===== config.mk =====
export PLATFORM = sky130hd
export DESIGN_NAME = keypad_scanner_flat
export DESIGN_NICKNAME = d
export VERILOG_FILES = /design/src/rtl/keypad_pkg.sv /design/src/rtl/keypad_scanner_if.sv /design/src/rtl/scan_tick_gen.sv /design/src/rtl/keypad_scanner.sv /design/src/flat_wrapper.sv
export SDC_FILE = /design/constraint.sdc
export NUM_CORES = 1
export LEC_CHECK = 0
export BUFFER_PORTS_ARGS = -buffer_cell sky130_fd_sc_hd__clkbuf_2
export CORE_MARGIN = 2
export CORE_UTILIZATION = 61
export DETAILED_ROUTE_END_ITERATION = 8
export PLACE_DENSITY = 0.85
export RECOVER_POWER = 50
export SYNTH_ARGS = -nofsm -noshare
export SYNTH_HDL_FRONTEND = slang
export SYNTH_SLANG_ARGS = --single-unit
export TNS_END_PERCENT = 50

===== constraint.sdc =====
create_clock -name clk -period 4.8 [get_ports clk]
set_input_delay 0 -clock clk [delete_from_list [all_inputs] [get_ports clk]]
set_output_delay 0 -clock clk [all_outputs]
set_load 0.01 [all_outputs]

===== src/rtl/keypad_pkg.sv =====
// -----------------------------------------------------------------------------
// keypad_pkg
// Shared types and constants for the 4x4 keypad scanner.
//   fsm_state_e  : scanner FSM states (SCAN, DEBOUNCE, HOLD)
//   ROWS_IDLE    : row pattern with no key pressed (rows pulled up)
//   COL_RESET    : column drive right after reset (column 0 driven low)
//   ENTRY_W      : width of the entry register
//   MAX_DIGITS   : saturation value of the digit counter
// Helper functions classify a synchronized row sample.
// -----------------------------------------------------------------------------
package keypad_pkg;

    typedef enum logic [1:0] {
        SCAN     = 2'd0,
        DEBOUNCE = 2'd1,
        HOLD     = 2'd2
    } fsm_state_e;

    localparam logic [3:0] ROWS_IDLE  = 4'b1111;
    localparam logic [3:0] COL_RESET  = 4'b1110;
    localparam int         ENTRY_W    = 32;
    localparam logic [3:0] MAX_DIGITS = 4'd8;

    // True when exactly one row line is pulled low.
    function automatic logic one_row_low(input logic [3:0] r);
        return (r == 4'b1110) || (r == 4'b1101) ||
               (r == 4'b1011) || (r == 4'b0111);
    endfunction

    // Index of the low row line; only meaningful when one_row_low(r) is true.
    function automatic logic [1:0] low_row_index(input logic [3:0] r);
        logic [1:0] idx;
        idx = 2'd0;
        case (r)
            4'b1101: idx = 2'd1;
            4'b1011: idx = 2'd2;
            4'b0111: idx = 2'd3;
            default: idx = 2'd0;
        endcase
        return idx;
    endfunction

endpackage


===== src/rtl/keypad_scanner_if.sv =====
// -----------------------------------------------------------------------------
// keypad_scanner_if
// Bundles the keypad pins, the key-event outputs and the entry register.
//   row         : keypad rows, active-low, asynchronous to clk
//   clear       : synchronous clear of the entry register
//   col         : column drive, active-low, exactly one bit low
//   key_code    : code of the last accepted key (row_idx*4 + col_idx)
//   key_valid   : one-clk pulse per accepted press
//   entry_value : shifted-in hex digits, newest in [3:0]
//   digit_count : digits entered, saturating at 8
//   dbg_state   : current scanner FSM state (observation only)
//   dbg_tick    : scan tick strobe (observation only)
// Modports: master = scanner side, slave = pins/consumer side.
// Handshake: key_valid is a pure event strobe with no ready/backpressure;
// key_code is valid in the key_valid cycle and holds until the next event.
// -----------------------------------------------------------------------------
interface keypad_scanner_if;
    import keypad_pkg::*;

    logic [3:0]         row;
    logic               clear;
    logic [3:0]         col;
    logic [3:0]         key_code;
    logic               key_valid;
    logic [ENTRY_W-1:0] entry_value;
    logic [3:0]         digit_count;
    fsm_state_e         dbg_state;
    logic               dbg_tick;

    modport master (
        input  row, clear,
        output col, key_code, key_valid, entry_value, digit_count,
               dbg_state, dbg_tick
    );

    modport slave (
        output row, clear,
        input  col, key_code, key_valid, entry_value, digit_count,
               dbg_state, dbg_tick
    );

endinterface


===== src/rtl/scan_tick_gen.sv =====
// -----------------------------------------------------------------------------
// scan_tick_gen
// Free-running divider: counts 0..SCAN_DIV-1 and wraps; tick_o is high for
// the single clk in which the counter holds SCAN_DIV-1.
//   clk    : system clock
//   rst_n  : asynchronous active-low reset (counter to 0)
//   tick_o : one-clk strobe every SCAN_DIV cycles
// -----------------------------------------------------------------------------
module scan_tick_gen #(
    parameter int SCAN_DIV = 50000
) (
    input  logic clk,
    input  logic rst_n,
    output logic tick_o
);

    localparam int CW = (SCAN_DIV > 2) ? $clog2(SCAN_DIV) : 1;
    localparam logic [CW-1:0] LAST = CW'(SCAN_DIV - 1);

    logic [CW-1:0] cnt_q;
    logic [CW-1:0] cnt_d;

    always_comb begin
        cnt_d = cnt_q + CW'(1);
        if (cnt_q == LAST) begin
            cnt_d = '0;
        end
    end

    always_ff @(posedge clk or negedge rst_n) begin
        if (!rst_n) begin
            cnt_q <= '0;
        end else begin
            cnt_q <= cnt_d;
        end
    end

    assign tick_o = (cnt_q == LAST);

endmodule


===== src/rtl/keypad_scanner.sv =====
// -----------------------------------------------------------------------------
// keypad_scanner
// 4x4 matrix keypad front-end. Drives one column low at a time, samples the
// synchronized rows on each scan tick, debounces press and release, emits a
// one-clk key event with a hex code, and shifts accepted digits into a
// 32-bit entry register.
//   clk   : system clock
//   rst_n : asynchronous active-low reset
//   kp    : keypad_scanner_if.master (row/clear in; col, key event, entry,
//           debug state/tick out)
// Parameters:
//   SCAN_DIV       : clk cycles per scan tick (>= 2)
//   DEBOUNCE_TICKS : identical tick samples needed for press/release (>= 1)
// -----------------------------------------------------------------------------
module keypad_scanner
    import keypad_pkg::*;
#(
    parameter int SCAN_DIV       = 50000,
    parameter int DEBOUNCE_TICKS = 4
) (
    input  logic              clk,
    input  logic              rst_n,
    keypad_scanner_if.master  kp
);

    localparam int DW = $clog2(DEBOUNCE_TICKS + 1);
    localparam logic [DW-1:0] DB_LAST = DW'(DEBOUNCE_TICKS);

    logic                tick;
    logic [3:0]          rs_meta_q;
    logic [3:0]          rs_q;

    fsm_state_e          state_q, state_d;
    logic [1:0]          col_idx_q, col_idx_d;
    logic [1:0]          row_idx_q, row_idx_d;
    logic [3:0]          pat_q, pat_d;
    logic [DW-1:0]       cnt_q, cnt_d;
    logic [DW-1:0]       cnt_inc;
    logic                accept;

    logic                key_valid_q;
    logic [3:0]          key_code_q;
    logic [ENTRY_W-1:0]  entry_q;
    logic [3:0]          digits_q;

    scan_tick_gen #(
        .SCAN_DIV (SCAN_DIV)
    ) u_tick (
        .clk    (clk),
        .rst_n  (rst_n),
        .tick_o (tick)
    );

    // Two-flop synchronizer; reset to idle so no phantom press after reset.
    always_ff @(posedge clk or negedge rst_n) begin
        if (!rst_n) begin
            rs_meta_q <= ROWS_IDLE;
            rs_q      <= ROWS_IDLE;
        end else begin
            rs_meta_q <= kp.row;
            rs_q      <= rs_meta_q;
        end
    end

    assign cnt_inc = cnt_q + DW'(1);

    // Next-state logic: everything moves only on tick cycles.
    always_comb begin
        state_d   = state_q;
        col_idx_d = col_idx_q;
        row_idx_d = row_idx_q;
        pat_d     = pat_q;
        cnt_d     = cnt_q;
        accept    = 1'b0;
        if (tick) begin
            case (state_q)
                SCAN: begin
                    if (rs_q == ROWS_IDLE) begin
                        col_idx_d = col_idx_q + 2'd1;
                    end else if (one_row_low(rs_q)) begin
                        pat_d     = rs_q;
                        row_idx_d = low_row_index(rs_q);
                        if (DEBOUNCE_TICKS == 1) begin
                            accept  = 1'b1;
                            cnt_d   = '0;
                            state_d = HOLD;
                        end else begin
                            cnt_d   = DW'(1);
                            state_d = DEBOUNCE;
                        end
                    end else begin
                        // Two or more rows low: ghosting / multi-key, skip column.
                        col_idx_d = col_idx_q + 2'd1;
                    end
                end
                DEBOUNCE: begin
                    if (rs_q == pat_q) begin
                        if (cnt_inc == DB_LAST) begin
                            accept  = 1'b1;
                            cnt_d   = '0;
                            state_d = HOLD;
                        end else begin
                            cnt_d = cnt_inc;
                        end
                    end else begin
                        cnt_d   = '0;
                        state_d = SCAN;
                    end
                end
                HOLD: begin
                    // Count now tracks consecutive idle samples (release).
                    if (rs_q == ROWS_IDLE) begin
                        if (cnt_inc == DB_LAST) begin
                            cnt_d     = '0;
                            col_idx_d = col_idx_q + 2'd1;
                            state_d   = SCAN;
                        end else begin
                            cnt_d = cnt_inc;
                        end
                    end else begin
                        cnt_d = '0;
                    end
                end
                default: begin
                    cnt_d   = '0;
                    state_d = SCAN;
                end
            endcase
        end
    end

    always_ff @(posedge clk or negedge rst_n) begin
        if (!rst_n) begin
            state_q   <= SCAN;
            col_idx_q <= 2'd0;
            row_idx_q <= 2'd0;
            pat_q     <= ROWS_IDLE;
            cnt_q     <= '0;
        end else begin
            state_q   <= state_d;
            col_idx_q <= col_idx_d;
            row_idx_q <= row_idx_d;
            pat_q     <= pat_d;
            cnt_q     <= cnt_d;
        end
    end

    // Key event: registered one clk after the accepting tick.
    always_ff @(posedge clk or negedge rst_n) begin
        if (!rst_n) begin
            key_valid_q <= 1'b0;
            key_code_q  <= 4'd0;
        end else begin
            key_valid_q <= accept;
            if (accept) begin
                key_code_q <= {row_idx_d, col_idx_d};
            end
        end
    end

    // Entry register updates at the edge that closes the key_valid cycle;
    // clear takes priority over a coincident key.
    always_ff @(posedge clk or negedge rst_n) begin
        if (!rst_n) begin
            entry_q  <= '0;
            digits_q <= 4'd0;
        end else if (kp.clear) begin
            entry_q  <= '0;
            digits_q <= 4'd0;
        end else if (key_valid_q) begin
            entry_q  <= {entry_q[ENTRY_W-5:0], key_code_q};
            digits_q <= (digits_q == MAX_DIGITS) ? MAX_DIGITS : digits_q + 4'd1;
        end
    end

    assign kp.col         = ~(4'b0001 << col_idx_q);
    assign kp.key_code    = key_code_q;
    assign kp.key_valid   = key_valid_q;
    assign kp.entry_value = entry_q;
    assign kp.digit_count = digits_q;
    assign kp.dbg_state   = state_q;
    assign kp.dbg_tick    = tick;

endmodule


===== src/flat_wrapper.sv =====
// flat-port wrapper written by rule: the top's interface ports become plain ports
module keypad_scanner_flat import keypad_pkg::*;
#(
    parameter int SCAN_DIV       = 50000,
    parameter int DEBOUNCE_TICKS = 4
)
  (clk, rst_n, kp_row, kp_clear, kp_col, kp_key_code, kp_key_valid, kp_entry_value, kp_digit_count, kp_dbg_state, kp_dbg_tick);
  keypad_scanner_if kp_i ();
  input  logic clk;
  input  logic rst_n;
  input wire logic [$bits(kp_i.row)-1:0] kp_row;
  input wire logic [$bits(kp_i.clear)-1:0] kp_clear;
  output wire logic [$bits(kp_i.col)-1:0] kp_col;
  output wire logic [$bits(kp_i.key_code)-1:0] kp_key_code;
  output wire logic [$bits(kp_i.key_valid)-1:0] kp_key_valid;
  output wire logic [$bits(kp_i.entry_value)-1:0] kp_entry_value;
  output wire logic [$bits(kp_i.digit_count)-1:0] kp_digit_count;
  output wire logic [$bits(kp_i.dbg_state)-1:0] kp_dbg_state;
  output wire logic [$bits(kp_i.dbg_tick)-1:0] kp_dbg_tick;
  assign kp_i.row = kp_row;
  assign kp_i.clear = kp_clear;
  assign kp_col = kp_i.col;
  assign kp_key_code = kp_i.key_code;
  assign kp_key_valid = kp_i.key_valid;
  assign kp_entry_value = kp_i.entry_value;
  assign kp_digit_count = kp_i.digit_count;
  assign kp_dbg_state = kp_i.dbg_state;
  assign kp_dbg_tick = kp_i.dbg_tick;
  keypad_scanner #(.SCAN_DIV(SCAN_DIV), .DEBOUNCE_TICKS(DEBOUNCE_TICKS)) u_core (.clk(clk), .rst_n(rst_n), .kp(kp_i));
endmodule

; Word level (Yosys, flattened, before mapping)
; Index checks and enable logic that the tools add are counted.
[op_classes]
add_sub_neg = 4
n_reduce_logical = 8
shift = 1
n_bitwise = 2
mux = 34
n_eq_ne = 16
[ops]
columns = cell, count
row1 = two-way mux 32 bit, 2
row2 = two-way mux 2 bit, 15
row3 = "== test 4 bit, second input constant", 5
row4 = "adder 16 x 1 -> 16 bit, second input constant", 1
row5 = "== test 16 bit, second input constant", 1
row6 = two-way mux 16 bit, 1
row7 = two-way mux 3 bit, 5
row8 = two-way mux 4 bit, 3
row9 = case mux 2 bit (3 select lines), 2
row10 = case mux 3 bit (3 select lines), 1
row11 = "!= test 2 x 1 -> 1 bit, second input constant", 3
row12 = AND reduction 6 bit, 1
row13 = "adder 4 x 1 -> 4 bit, second input constant", 1
row14 = "== test 4 x 3 -> 1 bit, second input constant", 1
row15 = == test 4 bit, 1
row16 = two-way mux 1 bit, 4
row17 = NOT 4 bit, 1
row18 = case mux 2 bit (2 select lines), 1
row19 = AND reduction 4 bit, 1
row20 = "left shift 1 x 2 -> 4 bit, first input constant", 1
row21 = "adder 3 x 1 -> 3 bit, second input constant", 1
row22 = "== test 3 bit, second input constant", 1
row23 = logical OR 1 bit, 3
row24 = "!= test 3 bit, second input constant", 1
row25 = other kinds (8), 8
[word_totals]
input_bits = 7
out_inout_bits = 48
elab_cells = 77
reg_bits = 78

; Logic depth before layout (Yosys ltp)
; Gate-level depths: netlist (run 1).
[logic_depth]
depth_word = 8
depth_mapped = 7
ltp_nobuf = 6

; Hierarchy
; From an unflattened synthesis (run 1), not the netlist that was laid out.
[hier_totals]
hier_cells = 301
area_unflattened_um2 = 3564.7
[modules_own_cells]
columns = mod, seq_area_each_um2, instances, area_each_um2, cells_per_inst
row1 = keypad_scanner, 1566.5, 1, 2813.9, 233
row2 = scan_tick_gen, 400.4, 1, 750.7, 68

; Worst setup path after synthesis (run 1)
; No wires, ideal clock.
[synth_path]
path_kind = register -> register
from = reg u_core.rs_q[1]
to = reg u_core.col_idx_q[1]
setup_ps = 125
period_less_slack_ps = 1864
stages_incl_launch_ff = 7
required_time_ps = 4675
slack_ps = 2936
n_path_buf = 1
t_arrival_ps = 1739
cell_sequence = dfstp_2 -> buf_2 -> and4_1 -> o211ai_1 -> a211oi_1 -> nand2_1 -> mux2_4
[synth_via]
elab_chain_len = 8
word_cells_on_any_way = 13
classes_between = 5 x eq/ne / 5 x mux / 3 x reduce/logical
[synth_rtl]
columns = item, line_no
row1 = from (decl), keypad_scanner.sv:31  ; logic [3:0] rs_q;
row2 = from (signal assigned), keypad_scanner.sv:61  ; rs_q <= rs_meta_q;
row3 = == test 4 bit, keypad_pkg.sv:26  ; return (r == 4'b1110) || (r == 4'b1101) ||
row4 = logical OR 1 bit (2 in series), keypad_pkg.sv:26
row5 = logical OR 1 bit, keypad_pkg.sv:27  ; (r == 4'b1011) || (r == 4'b0111);
row6 = two-way mux 2 bit, keypad_scanner.sv:80  ; end else if (one_row_low(rs_q)) begin
row7 = two-way mux 2 bit, keypad_scanner.sv:78  ; if (rs_q == ROWS_IDLE) begin
row8 = case mux 2 bit (2 select lines) (*), keypad_scanner.sv:76  ; case (state_q)
row9 = two-way mux 2 bit (*), keypad_scanner.sv:75  ; if (tick) begin
row10 = named net u_core.col_idx_d[1], keypad_scanner.sv:34  ; logic [1:0] col_idx_q, col_idx_d;
row11 = to (signal assigned), keypad_scanner.sv:141  ; col_idx_q <= col_idx_d;
row12 = to (decl), keypad_scanner.sv:34
; Mark *: on every way through the listed nets, which the timed path passes. The rest lies on a longest branch.
; A chain may end at the register's enable or synchronous reset.

; Final worst setup path (run 1)
[layout_path]
from = reg u_core.u_tick.cnt_q[10]
to = reg u_core.col_idx_q[1]
[layout_via]
elab_chain_len = 2
[layout_rtl]
columns = item, line_no
row1 = from (decl), scan_tick_gen.sv:20  ; logic [CW-1:0] cnt_q;
row2 = from (signal assigned), scan_tick_gen.sv:34  ; cnt_q <= cnt_d;
row3 = == test 16 bit, scan_tick_gen.sv:38  ; assign tick_o = (cnt_q == LAST);
row4 = two-way mux 2 bit, keypad_scanner.sv:75
row5 = named net u_core.col_idx_d[1], keypad_scanner.sv:34
; The timed path passes the listed nets, and every way through them passes these cells.

==> flow_metrics.tcl, run 1 <==
set metrics [dict create \
    synth_cell_types 56 \
    vdd_ir_drop_max_uv 225 \
    synth_compound_area_share_pct 6.55 \
    die_h_um 81.4 \
    slowest_stage "nor4b_4" \
    wl_per_cell_um 14.8 \
    holdPathEnd "u_core.rs_meta_q[0]$_DFF_PN1_" \
    place_ws_ns 2.49 \
    hold_path.startpoint "kp_row[0]" \
    slew_violations 79 \
    clk_pin_slew_ns 0.08 \
    dp_hpwl_um 4620 \
    endpoint_kind "flop" \
    setup_ws_ns 2.51 \
    synth_seq_area_share_pct 53.9 \
    worst_slew_pin_slew_ns 1.82 \
    ys_ff_latch 78 \
    synth_mux_area_share_pct 12.2 \
    required_ns 5.03 \
    routed_wl_um 6780 \
    synth_top_flop_cell "dfrtp_1" \
    synth_top_family_by_area "simple AND/OR/NAND/NOR gates" \
    r2r_end "u_core.col_idx_q[1]$_DFF_PN0_" \
    numCtsBuffers 9 \
    grt_first_pass_wirelength_um 11100 \
    synth_async_sr_flop_share_pct 100 \
    maxCapViolations 1 \
    violations "max-capacitance violations, max-slew violations" \
    via_count 2568 \
    num_rows 28 \
    rsz0062_at_grt "no" \
    fin_tns_setup_ns 0 \
    ant_nets 0 \
    max_stage_delay_ns 0.61 \
    drt_iter0_markers 136 \
    areaGrowthSynthToFinish_pct 12.1 \
    synth_cells 325 \
    start_kind "flop" \
    grt_max_degree 79 \
    cts_resized 0 \
    critPathArrivalTime_ns 2.52 \
    tritoncts "yes" \
    fin_crit_ns 2.29 \
    clock_path_buffers 2 \
    p_int_uw 857 \
    avgSynthCellArea_um2 11.2 \
    ys_warn_count 0 \
    combPwrFrac_pct 2.6 \
    clock_sinks 78 \
    syn_nets 341 \
    setup_violations 0 \
    grt_pass1_vias 2351 \
    hp-class "input pin to flop" \
    antenna_found_initial 0 \
    num_antenna_cells 0 \
    power_frac_clock_pct 37.3 \
    fin_crit_sh_pct 47.7 \
    htreeDepth 3 \
    switchingPower_uw 255 \
    grt_use_total_pct 22.2 \
    place.gp.congestion 0.804 \
    netlist_area_um2 3650 \
    finClkSkew_ns 0.00809 \
    worstSetupPathType "flop to flop" \
    path_cells "or4b_4 > nor4b_4 > nand2_1 > mux2_4" \
    rrSetupSlack_ns 2.51 \
    initial_utilization_pct 62.4 \
    final_nets 394 \
    viasPerCell 5.61 \
    cts-root-buf "clkbuf_8" \
    port_buffers 54 \
    grt.overflow.total 0 \
    drt_pass1_iterations 7 \
    postCtsSetupBuffers 0 \
    drc 0 \
    synth_fa_ha_area_share_pct 3.09 \
    min_delay_path_depth 2 \
    insertion_delay_ns 0.34 \
    coreArea_um2 5850 \
    powerDensity_nw_per_um2 272 \
    p_total_mw 1.11 \
    top_level_ports 55 \
    rr_worst_depth 4 \
    fmax_mhz 437 \
    relSlewSlack_pct -21.4 \
    yosys.area_share.simple_pct 17.2 \
    fin_area_um2 4090 \
    power_frac_seq_pct 60.1 \
    drive_above_1_share_pct 16.2 \
    p_sw_share_pct 22.9 \
    synth_edf_count 0 \
    yosys.area_share.xor_xnor_pct 3.36 \
    dieArea_um2 6620 \
    status "complete, but fails checks" \
    hold_viol 0 \
    power.leakage_nw 1.78 \
    critPathMaxFanout 12 \
    postPlaceCellArea_um2 3930 \
    r2r_start "u_core.u_tick.cnt_q[10]$_DFF_PN0_" \
    fp.dieW_um 81.4 \
]
-- cell families (layout without fill, tap and decap cells) --
group	after synthesis	in the layout
AO/OA/AOI/OAI	36	36
AND/OR/NAND/NOR	116	116
multiplexers	42	42
flip-flops	78	78
buffers and inverters	30	88
adder cells (fa/ha/maj)	9	9
XOR/XNOR	14	14
-- worst max-delay path by stage --
stage	from	to	slack, ns	depth (start not counted)
2_1_floorplan	u_core.rs_q[1]$_DFF_PN1_	u_core.col_idx_q[1]$_DFF_PN0_	2.94	6
3_3_place_gp	u_core.u_tick.cnt_q[10]$_DFF_PN0_	u_core.col_idx_q[1]$_DFF_PN0_	2.55	4
3_5_place_dp	u_core.u_tick.cnt_q[10]$_DFF_PN0_	u_core.col_idx_q[1]$_DFF_PN0_	2.49	4
4_1_cts	u_core.u_tick.cnt_q[10]$_DFF_PN0_	u_core.col_idx_q[1]$_DFF_PN0_	2.50	4
5_1_grt	u_core.u_tick.cnt_q[10]$_DFF_PN0_	u_core.cnt_q[2]$_DFFE_PN0P_	2.38	5
6_report	u_core.u_tick.cnt_q[10]$_DFF_PN0_	u_core.col_idx_q[1]$_DFF_PN0_	2.51	4
-- critical path: cells and delay by family, from the launching register on --
kind | cells | cell delay (ns)
DFF | 1 | 0.43
and+or+nand+nor | 3 | 1.42
muxes | 1 | 0.33
-- routing by layer --
metal  routed length, µm  GRT usage [%]  part of all wire, %  vias to the layer above
met1                3030           29.1                   45                     1274
met5                   0              0                    0                        -
met3                 298           4.22                  4.4                        8
met2                3340           36.5                   49                       50
met4                 110           8.81                  1.6                        0
li1                    -              -                    -                     1236
-- registers in the layout, summed over array words and instances (netlist names) --
register,flops
u_core.kp.entry_value,32
u_core.u_tick.cnt_q,16
u_core.kp.digit_count,4
u_core.kp.key_code,4
u_core.pat_q,4
u_core.rs_meta_q,4
u_core.rs_q,4
u_core.cnt_q,3
u_core.col_idx_q,2
u_core.kp.dbg_state,2
u_core.row_idx_q,2
u_core.kp.key_valid,1
-- placed cells by master, fill, tap and decap left out, types with 4 or more instances in the layout --
cell type       n
dfrtp_1        65
nor2_1         47
clkbuf_1       43
mux2i_1        33
nand2_1        18
inv_1          13
clkbuf_2       12
dfstp_2        12
a21oi_1        10
ha_1            9
clkbuf_8        9
nand4_1         8
xor2_1          8
nand3_1         7
o21ai_0         7
xnor2_1         6
mux2_2          5
dlygate4sd3_1   5
nor2b_1         4
mux2_4          4
-- Yosys cell counts, drive strengths merged (4+ instances only) --
library cell  instances  area, µm²
mux2i                33        330
a21oi                10       50.1
mux2                  9        116
nor2b                 4       25.0
dfrtp                66       1650
o21ai                 9       45.0
nor3                  4       31.3
buf                  11       63.8
dfstp                12        315
ha                    9        113
nand2                18       67.6
clkbuf                6       22.5
xor2                  8       70.1
xnor2                 6       52.6
nor2                 48        183
nand4                 8       50.1
nand3                 7       35.0
inv                  13       48.8
-- power groups by stage --
stage	Combinational [mW]	Clock (mW)	Sequential (mW)
after floorplan	0.0147	0	0.677
after global placement	0.0266	0	0.681
after detailed placement	0.0271	0	0.681
after CTS	0.0305	0.422	0.669
after global routing	0.0341	0.447	0.669
final	0.0290	0.414	0.669
-- stage by stage --
| step | utilization [%] | std cells | hold WS (ns) |
|---|---|---|---|
| after floorplan | - | 325 | -0.296 |
| after global placement | 67.2 | 437 | 0.0875 |
| after detailed placement | 67.2 | 437 | 0.0893 |
| after CTS | 70.9 | 458 | 0.276 |
| after global routing | 70.0 | 458 | 0.295 |
| final | 70.0 | 458 | 0.285 |
-- area by class of cell --
cell class	count	area, µm²
Sequential cell	78	1970
Fill cell	446	1760
Multi-Input combinational cell	217	1550
Timing Repair Buffer	59	268
Clock buffer	10	128
Tap cell	75	93.8
Inverter	13	48.8
Clock inverter	6	38.8
-- repair_timing --
item,CTS,global route
endpoints found under the hold margin,70,0
endpoints found under the setup margin,0,0
hold buffers,5,0
Power figures use the tool's default switching activity.
==> inputs of run 2 (changes only) <==
--- a/config.mk
+++ b/config.mk
@@ -7,9 +7,9 @@
 export LEC_CHECK = 0
 export BUFFER_PORTS_ARGS = -buffer_cell sky130_fd_sc_hd__clkbuf_2
 export CORE_MARGIN = 2
-export CORE_UTILIZATION = 61
+export CORE_UTILIZATION = 57
 export DETAILED_ROUTE_END_ITERATION = 8
-export PLACE_DENSITY = 0.85
+export PLACE_DENSITY = 0.8
 export RECOVER_POWER = 50
 export SYNTH_ARGS = -nofsm -noshare
 export SYNTH_HDL_FRONTEND = slang
==> constraint.sdc (replaced) <==
create_clock -name clk -period 2.15 [get_ports clk]
set_input_delay 0 -clock clk [delete_from_list [all_inputs] [get_ports clk]]
set_output_delay 0 -clock clk [all_outputs]
set_load 0.01 [all_outputs]
==> run 2 against run 1 <==
The flow now finishes without violations; register-to-register slack worse by 2.4 ns; utilization decreased by 2.8 points; clock power grew to 2.7 times the previous value; first-iteration DRC count is 28% lower; worst hold slack got worse by 0.0042 ns; critical path type unchanged; non-clock buffer count grew 7; highest routed layer unchanged.
==> flow_metrics.tcl, run 2 (synthesized netlist as in run 1, its figures left out) <==
set metrics [dict create \
    fin_crit_sh_pct 94.8 \
    place.gp.congestion 0.823 \
    start_kind "flop" \
    clock_sinks 78 \
    power_frac_seq_pct 56.1 \
    layout_commonest_cell "dfrtp_1" \
    dieArea_um2 7060 \
    drt_iter0_markers 98 \
    antenna_found_initial 0 \
    worst_slew_pin_slew_ns 0.833 \
    rr_worst_depth 5 \
    grt_first_pass_wirelength_um 12000 \
    num_rows 29 \
    powerDensity_nw_per_um2 631 \
    slew_violations 0 \
    critPathArrivalTime_ns 2.27 \
    hp-class "input pin to flop" \
    cts-root-buf "clkbuf_8" \
    final_nets 401 \
    final_cell_mix "dfrtp_1, nor2_1, clkbuf_1, mux2i_1, nand2_1" \
    critPathTopFamily "flip-flops" \
    routed_wl_um 6890 \
    postPlaceCellArea_um2 3980 \
    fmax_mhz 491 \
    numCtsBuffers 9 \
    endpoint_kind "flop" \
    p_sw_share_pct 22.1 \
    nFillCells 478 \
    drive_above_1_share_pct 18.5 \
    rsz0062_at_grt "no" \
    min_delay_path_depth 2 \
    maxCapViolations 0 \
    combPwrFrac_pct 2.6 \
    vdd_ir_drop_max_uv 548 \
    fin_crit_ns 2.04 \
    relSlewSlack_pct 44.5 \
    path_cells "nor2b_1 > a2111o_1 > nor2_4 > nand4_1 > mux2_2" \
    insertion_delay_ns 0.35 \
    slowest_stage "dfstp_2" \
    critPathMaxFanout 10 \
    worstSetupPathType "flop to flop" \
    die_h_um 84.0 \
    fin_area_um2 4220 \
    fp.dieW_um 84.0 \
    setup_violations 0 \
    required_ns 2.39 \
    port_buffers 54 \
    drc 0 \
    initial_utilization_pct 58.1 \
    drt_pass1_iterations 4 \
    wl_per_cell_um 14.8 \
    areaGrowthSynthToFinish_pct 15.6 \
    cp.depth 5 \
    largest_reg_flops 32 \
    status "finished, final reports clean" \
    switchingPower_uw 587 \
    grt_pass1_vias 2491 \
    cp_num_buf_inv 0 \
    top_level_ports 55 \
    viasPerCell 5.48 \
    dp_hpwl_um 4730 \
    grt_max_degree 71 \
    clk_pin_slew_ns 0.08 \
    finClkSkew_ns 0.00778 \
    via_count 2560 \
    htreeDepth 3 \
    ant_nets 0 \
    grt.overflow.total 0 \
    max_stage_delay_ns 0.63 \
    tritoncts "yes" \
    clock_path_buffers 2 \
    coreArea_um2 6280 \
    num_antenna_cells 0 \
    fin_tns_setup_ns 0 \
    power_frac_clock_pct 41.3 \
    power.leakage_nw 1.86 \
    hold_viol 0 \
    p_int_mw 2.07 \
    grt_use_total_pct 21.2 \
]
[run 2: cell count changes in the layout (fill, tap and decap cells not counted), sizes merged]
cell,previous run,this run
buf,0,8
clkinv,4,3
inv,13,14
bufinv,0,1
clkinvlp,2,0
[run 2: final timing paths]
path,to,startpoint,slack [ns]
min in group asynchronous,u_core.kp.entry_value[12]$_DFFE_PN0P_,rst_n,0.31
max,u_core.kp.key_code[0]$_DFFE_PN0P_,u_core.rs_q[1]$_DFF_PN1_,0.11
max in group asynchronous,u_core.rs_q[1]$_DFF_PN1_,rst_n,1.10
min reg2reg,u_core.rs_q[0]$_DFF_PN1_,u_core.rs_meta_q[0]$_DFF_PN1_,0.36
min,u_core.rs_meta_q[3]$_DFF_PN1_,kp_row[3],0.28
max reg2reg,u_core.kp.key_code[0]$_DFFE_PN0P_,u_core.rs_q[1]$_DFF_PN1_,0.11
[run 2: metal layers]
layer  global-route usage, %  vias to the layer above  wire length (µm)
met3                    5.14                       11               284
met4                    8.36                        0               126
met2                    33.3                       55              3360
met1                    28.5                     1255              3110
li1                        -                     1239                 -
met5                       0                        -                 0
[run 2: final cells by class]
| type | count | area (µm²) | share of cell area [%] |
|---|---|---|---|
| clock buffer | 11 | 141 | 3.35 |
| clock inverter | 5 | 57.6 | 1.36 |
| inverter | 13 | 48.8 | 1.16 |
| multi-input combinational | 217 | 1570 | 37.2 |
| sequential | 78 | 1970 | 46.7 |
| tap | 77 | 96.3 | 2.28 |
| timing repair buffer | 66 | 338 | 8.01 |
[run 2: what timing repair did]
item | CTS | global route
endpoints found under the setup margin | 1 | 5
resized for setup | 1 | 2
hold endpoints to repair | 70 | 0
hold buffers | 5 | 0
setup buffers | 0 | 2
[run 2: power groups by stage]
stage	Sequential [mW]	Combinational (mW)	Clock [mW]
floorplan	1.51	0.0327	0
global placement	1.52	0.0609	0
detailed placement	1.52	0.0622	0
CTS	1.49	0.0697	1.11
global route	1.49	0.0818	1.18
finish	1.49	0.0705	1.10
[run 2: metrics by stage]
stage          util, %  hold slack [ns]  power, mW  worst slack (ns)  instances
6_report          67.2            0.280       2.66             0.112        467
5_1_grt           67.2            0.267       2.76           0.00829        467
4_1_cts           67.5            0.270       2.67            0.0613        465
3_5_place_dp      63.5           0.0888       1.58            0.0742        444
3_3_place_gp      63.5           0.0870       1.58             0.186        444
2_1_floorplan        -           -0.296       1.54             0.286        325
